$ cat config.mk
export PLATFORM = sky130hd
export DESIGN_NAME = arc4_encrypt
export DESIGN_NICKNAME = d
export VERILOG_FILES = /design/src/rtl/arc4_pkg.sv /design/src/rtl/s_mem.sv /design/src/rtl/arc4_encrypt.sv
export SDC_FILE = /design/constraint.sdc
export NUM_CORES = 2
export LEC_CHECK = 0
export ABC_AREA = 1
export CORE_ASPECT_RATIO = 1.2
export CORE_UTILIZATION = 45
export DETAILED_ROUTE_END_ITERATION = 10
export MAX_ROUTING_LAYER = met4
export PLACE_DENSITY = 0.68
export SYNTH_ARGS = -nofsm -noshare
export SYNTH_HDL_FRONTEND = slang
export SYNTH_SLANG_ARGS = --single-unit
export TNS_END_PERCENT = 50
$ cat constraint.sdc
create_clock -name clk -period 19.9 [get_ports clk]
set_input_delay 3.98 -clock clk [delete_from_list [all_inputs] [get_ports clk]]
set_output_delay 3.98 -clock clk [all_outputs]
set_load 0.1 [all_outputs]
$ cat src/rtl/arc4_pkg.sv
// rtl/arc4_pkg.sv - shared ARC4 encrypter types, sizes and key-byte select
package arc4_pkg;

  typedef enum logic [2:0] {IDLE, INIT, KSA, LEN, PRGA, DONE} state_t;

  localparam int KEY_BYTES = 3;
  localparam int S_DEPTH   = 256;

  // Byte 0 of the key is the most significant byte of the 24-bit word.
  function automatic logic [7:0] key_byte(input logic [23:0] key, input logic [1:0] idx);
    case (idx)
      2'd0:    key_byte = key[23:16];
      2'd1:    key_byte = key[15:8];
      default: key_byte = key[7:0];
    endcase
  endfunction

endpackage

$ cat src/rtl/s_mem.sv
// rtl/s_mem.sv - 256x8 ARC4 state array, one synchronous read port and one write port
module s_mem
  import arc4_pkg::*;
(
  input  logic       clk,
  input  logic [7:0] raddr,
  output logic [7:0] rdata,
  input  logic       we,
  input  logic [7:0] waddr,
  input  logic [7:0] wdata
);

  logic [7:0] mem [S_DEPTH];

  // Read-before-write: a read and a write to the same address in one cycle returns the old value.
  always_ff @(posedge clk) begin
    if (we) mem[waddr] <= wdata;
    rdata <= mem[raddr];
  end

endmodule

$ cat src/rtl/arc4_encrypt.sv
// rtl/arc4_encrypt.sv - ARC4 message encrypter; ARC4_CT_CHECKSUM_EN appends an XOR checksum byte
module arc4_encrypt
  import arc4_pkg::*;
(
  input  logic        clk,
  input  logic        rst_n,
  input  logic        en,
  output logic        rdy,
  input  logic [23:0] key,
  output logic [7:0]  pt_addr,
  input  logic [7:0]  pt_rddata,
  output logic [7:0]  ct_addr,
  output logic [7:0]  ct_wrdata,
  output logic        ct_wren
);

  localparam logic [1:0] KIDX_LAST = 2'(KEY_BYTES - 1);

  state_t      state;
  logic [1:0]  phase;
  logic [23:0] key_q;
  logic [7:0]  i, j, si, sj, len, k;
  logic [1:0]  kidx;
  logic        pend, fwd;
`ifdef ARC4_CT_CHECKSUM_EN
  logic [7:0]  csum;
  logic        csum_pend;
`endif

  logic [7:0] s_raddr, s_rdata, s_waddr, s_wdata;
  logic       s_we;
  logic [7:0] j_ksa, j_prga, t_idx, pad, ct_byte;

  s_mem u_s_mem (
    .clk   (clk),
    .raddr (s_raddr),
    .rdata (s_rdata),
    .we    (s_we),
    .waddr (s_waddr),
    .wdata (s_wdata)
  );

  assign rdy     = (state == IDLE);
  assign j_ksa   = j + s_rdata + key_byte(key_q, kidx);
  assign j_prga  = j + s_rdata;
  assign t_idx   = si + sj;
  // The pad read is issued while S[j] is being written, so a hit on j is forwarded.
  assign pad     = fwd ? si : s_rdata;
  assign ct_byte = pt_rddata ^ pad;

  always_comb begin
    s_raddr = i;
    s_we    = 1'b0;
    s_waddr = i;
    s_wdata = i;
    case (state)
      INIT: s_we = 1'b1;
      KSA, PRGA: begin
        case (phase)
          2'd0: s_raddr = (state == PRGA) ? i + 8'd1 : i;
          2'd1: s_raddr = (state == PRGA) ? j_prga : j_ksa;
          2'd2: begin
            s_we    = 1'b1;
            s_wdata = s_rdata;
          end
          default: begin
            s_we    = 1'b1;
            s_waddr = j;
            s_wdata = si;
            s_raddr = t_idx;
          end
        endcase
      end
      default: ;
    endcase
  end

  always_ff @(posedge clk or negedge rst_n) begin
    if (!rst_n) begin
      state     <= IDLE;
      phase     <= 2'd0;
      key_q     <= '0;
      i         <= '0;
      j         <= '0;
      si        <= '0;
      sj        <= '0;
      len       <= '0;
      k         <= '0;
      kidx      <= '0;
      pend      <= 1'b0;
      fwd       <= 1'b0;
      pt_addr   <= '0;
      ct_addr   <= '0;
      ct_wrdata <= '0;
      ct_wren   <= 1'b0;
`ifdef ARC4_CT_CHECKSUM_EN
      csum      <= '0;
      csum_pend <= 1'b0;
`endif
    end else begin
      ct_wren <= 1'b0;
      case (state)
        IDLE: begin
          if (en) begin
            key_q   <= key;
            i       <= '0;
            j       <= '0;
            pt_addr <= '0;
            state   <= INIT;
          end
        end
        INIT: begin
          i <= i + 8'd1;
          if (i == 8'hFF) begin
            phase <= 2'd0;
            kidx  <= '0;
            j     <= '0;
            state <= KSA;
          end
        end
        KSA: begin
          phase <= phase + 2'd1;
          if (phase == 2'd1) begin
            j  <= j_ksa;
            si <= s_rdata;
          end else if (phase == 2'd3) begin
            i    <= i + 8'd1;
            kidx <= (kidx == KIDX_LAST) ? 2'd0 : kidx + 2'd1;
            if (i == 8'hFF) state <= LEN;
          end
        end
        LEN: begin
          len       <= pt_rddata;
          ct_addr   <= '0;
          ct_wrdata <= pt_rddata;
          ct_wren   <= 1'b1;
          i         <= '0;
          j         <= '0;
          phase     <= 2'd0;
          pend      <= 1'b0;
          k         <= 8'd1;
          pt_addr   <= 8'd1;
`ifdef ARC4_CT_CHECKSUM_EN
          csum      <= pt_rddata;
`endif
          state     <= (pt_rddata == 8'd0) ? DONE : PRGA;
        end
        PRGA: begin
`ifdef ARC4_CT_CHECKSUM_EN
          if (csum_pend) begin
            ct_addr   <= len + 8'd1;
            ct_wrdata <= csum;
            ct_wren   <= 1'b1;
            csum_pend <= 1'b0;
            state     <= DONE;
          end else
`endif
          case (phase)
            2'd0: begin
              if (pend) begin
                ct_addr   <= k;
                ct_wrdata <= ct_byte;
                ct_wren   <= 1'b1;
                pend      <= 1'b0;
`ifdef ARC4_CT_CHECKSUM_EN
                csum      <= csum ^ ct_byte;
`endif
              end
              // k is compared before it is incremented so L=255 never needs a 9th bit.
              if (pend && k == len) begin
`ifdef ARC4_CT_CHECKSUM_EN
                if (len != 8'hFF) csum_pend <= 1'b1;
                else              state     <= DONE;
`else
                state <= DONE;
`endif
              end else begin
                i     <= i + 8'd1;
                phase <= 2'd1;
                if (pend) begin
                  k       <= k + 8'd1;
                  pt_addr <= k + 8'd1;
                end
              end
            end
            2'd1: begin
              j     <= j_prga;
              si    <= s_rdata;
              phase <= 2'd2;
            end
            2'd2: begin
              sj    <= s_rdata;
              phase <= 2'd3;
            end
            default: begin
              fwd   <= (t_idx == j);
              pend  <= 1'b1;
              phase <= 2'd0;
            end
          endcase
        end
        DONE:    state <= IDLE;
        default: state <= IDLE;
      endcase
    end
  end

endmodule

# Word level (Yosys, flattened, before mapping)
# Memory sizes are Yosys's and may differ from the RTL's. A register that Yosys moved wholly into a read port is not among the register bits.
# Index checks and enable logic that the tools add are counted.
# totals
ff_bits	106
latchBits	0
ramBits	2048
rom_bits	0
input_bits	35
out_inout_bits	26
wordCells	135
mem_count	1
# op_classes
n_addsub	7
multipliers	0
div_mod_pow	0
n_lt_le_gt_ge	0
n_eq_ne	25
n_shift	0
mux	57
bitwise_logic	2
reduce_logical	27
# mem_list
memory	words	word_bits	rd	rd_clocked_by_memory_dff	write_ports	line	rtl
u_s_mem.mem	256	8	1	1	1	s_mem.sv:13	logic [7:0] mem [S_DEPTH];
# op_table
cell	count
$mux W8	22
$pmux W8 S2	5
$pmux W8 S5	2
$pmux W8 S3	2
$add A8 B8 Y8	3
$mux W3	7
$ne A2 B2 Y1 const B	9
$add A8 B1 Y8 const B	2
$eq A8 B8 Y1	2
$pmux W3 S5	1
$mux W2	5
$reduce_and A2 Y1	5
$reduce_and A5 Y1	2
$eq A8 B8 Y1 const B	1
$logic_not A8 Y1	1
$pmux W1 S2	4
$pmux W2 S4	1
$reduce_and A4 Y1	2
$xor A8 B8 Y8	1
$reduce_and A7 Y1	1
$eq A2 B2 Y1 const B	3
$eq A3 B2 Y1 const B	2
$mux W1	6
$ne A2 B1 Y1 const B	3
other kinds (19)	26

# Depth between registers and ports, before layout
# depth
ltp_word	6
depth_mapped	25
depth_no_buf	22

# Hierarchy
# From an unflattened synthesis, not the netlist that was laid out.
# unflattened
hier_cells	7853
hier_area_um2	90139.0
# modules_own_cells
module	instances	cells_per_inst	area_each_um2	seq_area_each_um2
s_mem	1	7003	83396.2	61659.1
arc4_encrypt	1	850	6742.7	2652.5

# Worst setup path after synthesis
# No wires, ideal clock.
# synth_path
path_kind	reg2reg
from	register phase[1]
to	memory u_s_mem.mem[0][0] (data pin)
setup_time_ns	2.187
arrival_time_ns	11.247
required_time_ns	17.713
setup_slack_ns	6.466
stages_incl_launch_ff	8
path_buffers	1
period_less_slack_ns	13.434
path_cell_list	dfrtp_1 -> inv_1 -> ha_1 -> clkbuf_1 -> nor2_1 -> o221ai_1 -> o21ai_0 -> o21ai_0
# synth_between
elab_chain_len	4
elab_cells_between_ends	6
cone_classes	eq/ne: 2; mux: 2; reduce/logical: 2
# synth_rtl
element	line	rtl
start: declaration	arc4_encrypt.sv:20	logic [1:0] phase;
start signal: assignment	arc4_encrypt.sv:122	phase <= phase + 2'd1;
$eq A2 B1 Y1 or $logic_not A2 Y1 (tied branches)	arc4_encrypt.sv:59	case (phase)
$reduce_or A2 Y1 (no line)	n/a	
$pmux W8 S2 (*)	arc4_encrypt.sv:59	
$mux W8 (*)	arc4_encrypt.sv:56	case (state)
via s_wdata[0]	arc4_encrypt.sv:30	logic [7:0] s_raddr, s_rdata, s_waddr, s_wdata;
end: declaration	s_mem.sv:13	
# The timed path passes the listed nets; every way through them passes the cells marked *.

# Worst setup path in the final report
# layout_path
from	register state[1]
to	register u_s_mem.rdata[0], read port of u_s_mem.mem
# layout_between
elab_chain_len	4
elab_cells_between_ends	7
cone_classes	eq/ne: 2; mux: 4; reduce/logical: 1
# layout_rtl
element	line	rtl
start: declaration	arc4_encrypt.sv:19	state_t state;
start signal: assignment	arc4_encrypt.sv:146	state <= (pt_rddata == 8'd0) ? DONE : PRGA;
$eq A3 B3 Y1	arc4_encrypt.sv:56, arc4_encrypt.sv:60, arc4_encrypt.sv:61	
$mux W8 (on tied branches)	arc4_encrypt.sv:61, arc4_encrypt.sv:60	
$pmux W8 S3	arc4_encrypt.sv:59	
$mux W8 (*)	arc4_encrypt.sv:56	
end: declaration	s_mem.sv:7	output logic [7:0] rdata,
# Every way passes the cells marked *; elsewhere a longest branch is shown, timed or not.
# A chain may end at the register's enable or synchronous reset.

==> results.yml <==
status:
  status: "finished clean"
synth:
  yosysTopAreaCellShare_pct: 64.4
  synth_cell_types: 45
  yosysMostFrequentCell: "nand2_1"
  synth_seq_cells: 2162
  ys.flop_type: "edfxtp_1"
  synth_edf_count: 2048
  synth_commonest_cells: "nand2_1 (2202), edfxtp_1 (2048), nand3_1 (2010)"
  synth.avg_cell_area_um2: 10.8
  postSynthNetCount: 8888
  ys_seq_area_share_pct: 67.3
  netlist_instances: 8823
  synth.area.top_cells: "edfxtp_1 (64%), nand3_1 (11%), nand2_1 (8.6%)"
  yosysTopAreaCell: "edfxtp_1"
  yosysWarnings: 0
  async_reset_ff_share_pct: 4.90
  netlist_area_um2: 95600
grt:
  grt_pass1_vias: 63700
  grt_pass1_wl_mm: 404
  grt-ovfl-total: 0
  antenna_found_initial: 3
  grtUsageTotal_pct: 25.5
  grt_max_degree: 211
power:
  power_leakage_uw: 0.0395
  power_density_nw_per_um2: 179
  ir_drop_uv: 196
cts:
  cts_tree: "done"
  cts.htree.levels: 4
  clock-root-buffer: "clkbuf_16"
  clkLatencyLatePin_ps: 840
  cts_resized: 0
  cts_hold_buffers: 0
  cts_buffers: 195
  clk_pin_slew_worst_paths_ps: 60
  cts_setup_buffers: 0
  cts_buffer_depth: 3
  clock_sinks: 2162
route:
  ant_nets: 0
  drc: 0
  drt-initial-drc-count: 8465
  post_drt_wl_per_cell_um: 23.4
  viasPerCell: 5.77
  wl_mm: 270
  vias: 66600
  firstDrtPassIters: 8
timing:
  worst_clock_skew_ps: 27.0
  rsz0062_at_grt: "false"
  maxSlewHeadroom_pct: 9.93
  tightest_slew_ps: 1350
  fmax_mhz: 141
  finalSetupTns_ps: 0
  setup_viol: 0
  fin_crit_sh_pct: 35.5
  drv_slew: 0
  hold_viol_final: 0
  period_minus_slack_ps: 7070
critical_path:
  crit_fanout: 172
  critical_path_class: "reg -> reg"
  critPathLaunchType: "flip-flop"
  cp.required_ps: 20610
  cp.arrival_ps: 7780
  endpoint_kind: "flip-flop"
layout:
  final_util_pct: 49.5
  num-fill-cells: 18300
  final_layout_size_suffix_gt1_share_pct: 5.25
  fin_nets: 8646
  syn_to_final_growth_pct: 8.78
floorplan:
  initial_core_util_pct: 45.5
  die_h_um: 507
  rows: 184
  die_w_um: 423
  die-area_um2: 214000
  core_um2: 210000
  num_io_pins: 61
placed_design:
  dp_hpwl_mm: 154
  port_buffers: 60
  gp_congestion: 0.912
run:
  maxCapViolations: 0
worst_hold_path:
  worstHoldPathType: "reg -> reg"
path summary, 6_finish.rpt:
kind,startpoint,endpoint,slack (ps),cells after the start
worst max-delay path,state[1],u_s_mem.rdata[0],12830,19
worst min-delay path,pt_addr[3],pt_addr[3],480,2
worst max register to register,state[1],u_s_mem.rdata[0],12830,19
worst min register to register,pt_addr[3],pt_addr[3],480,2
max in group asynchronous,rst_n,sj[7],15480,2
min in group asynchronous,rst_n,pt_addr[2],3030,1
cells by family after synthesis:
logic type	after synthesis	share of synthesized area, %
flip-flops	2162	67.3
multiplexers	25	0.295
buffers and inverters	1326	6.04
AND/OR/NAND/NOR	4944	23.6
adder cells (fa/ha/maj)	30	0.416
AO/OA/AOI/OAI	296	2.00
XOR/XNOR	40	0.367
power breakdown:
part / switching, uW / internal (uW)
Clock: 1680 / 2060
Combinational: 6690 / 2170
Sequential: 97.5 / 5950
Total: 8470 / 10200
layout by cell type (no fill, tap or decap), drive strengths merged, types with 59 or more instances in the layout:
cell	synthesis	layout
nand2	2211	2211
edfxtp	2048	2048
nand3	2010	2010
inv	721	728
nand3b	368	368
nor2	334	334
clkbuf	71	239
o211ai	118	118
dfrtp	106	106
buf	531	104
clkinv	3	95
o21ai	93	93
clkdlybuf4s50	0	59
per-layer routing:
| layer | track usage (%) | vias up | share of wire, % |
|---|---|---|---|
| li1 | - | 30000 | - |
| met1 | 32.1 | 32500 | 38 |
| met2 | 40.7 | 3562 | 48 |
| met3 | 3.90 | 569 | 9.3 |
| met4 | 11.4 | 0 | 4.8 |
| met5 | - | - | 0 |
through the flow:
step	power [uW]	instances	setup WS [ps]	area, um^2	hold slack (ps)
2_1_floorplan	12100	8823	6470	95600	457
3_3_place_gp	14700	11200	13260	97700	456
3_5_place_dp	14800	11200	13110	97700	467
4_1_cts	18500	11500	12950	104000	485
5_1_grt	19500	11500	12400	104000	506
6_report	18600	11500	12830	104000	485
flip-flops by register name, summed over array words and instances, names as in the netlist, 2 cells and up:
| name | count |
|---|---|
| u_s_mem.mem | 2048 |
| key_q | 24 |
| ct_addr | 8 |
| ct_wrdata | 8 |
| i | 8 |
| j | 8 |
| k | 8 |
| len | 8 |
| pt_addr | 8 |
| si | 8 |
| sj | 8 |
| u_s_mem.rdata | 8 |
| state | 3 |
| kidx | 2 |
| phase | 2 |
critical path, stage by stage (launching register included):
cell and delay (ps):
dfrtp_1 430, nor2_4 190, nand2_2 380, nand2_4 330, inv_2 130, nor2_2 220
nand2_8 400, nand2_8 860, buf_4 860, buf_4 760, buf_4 810, nand2_1 100
nand3_1 100, nand3_1 90, nand3_1 140, nand3_1 120, nand3_1 130, nand3_1 220
nand3_1 160, nand2_1 60
area by class of cell:
type	count	area, um^2	share of cell area (%)
clock buffer	239	5140	4.95
sequential	2162	64300	61.9
tap	2790	3490	3.36
clock inverter	124	1110	1.07
timing repair buffer	163	1460	1.40
inverter	724	2740	2.63
antenna	3	7.51	0.00722
multi-input combinational	5335	25700	24.7
(Power assumes the default switching activity.)
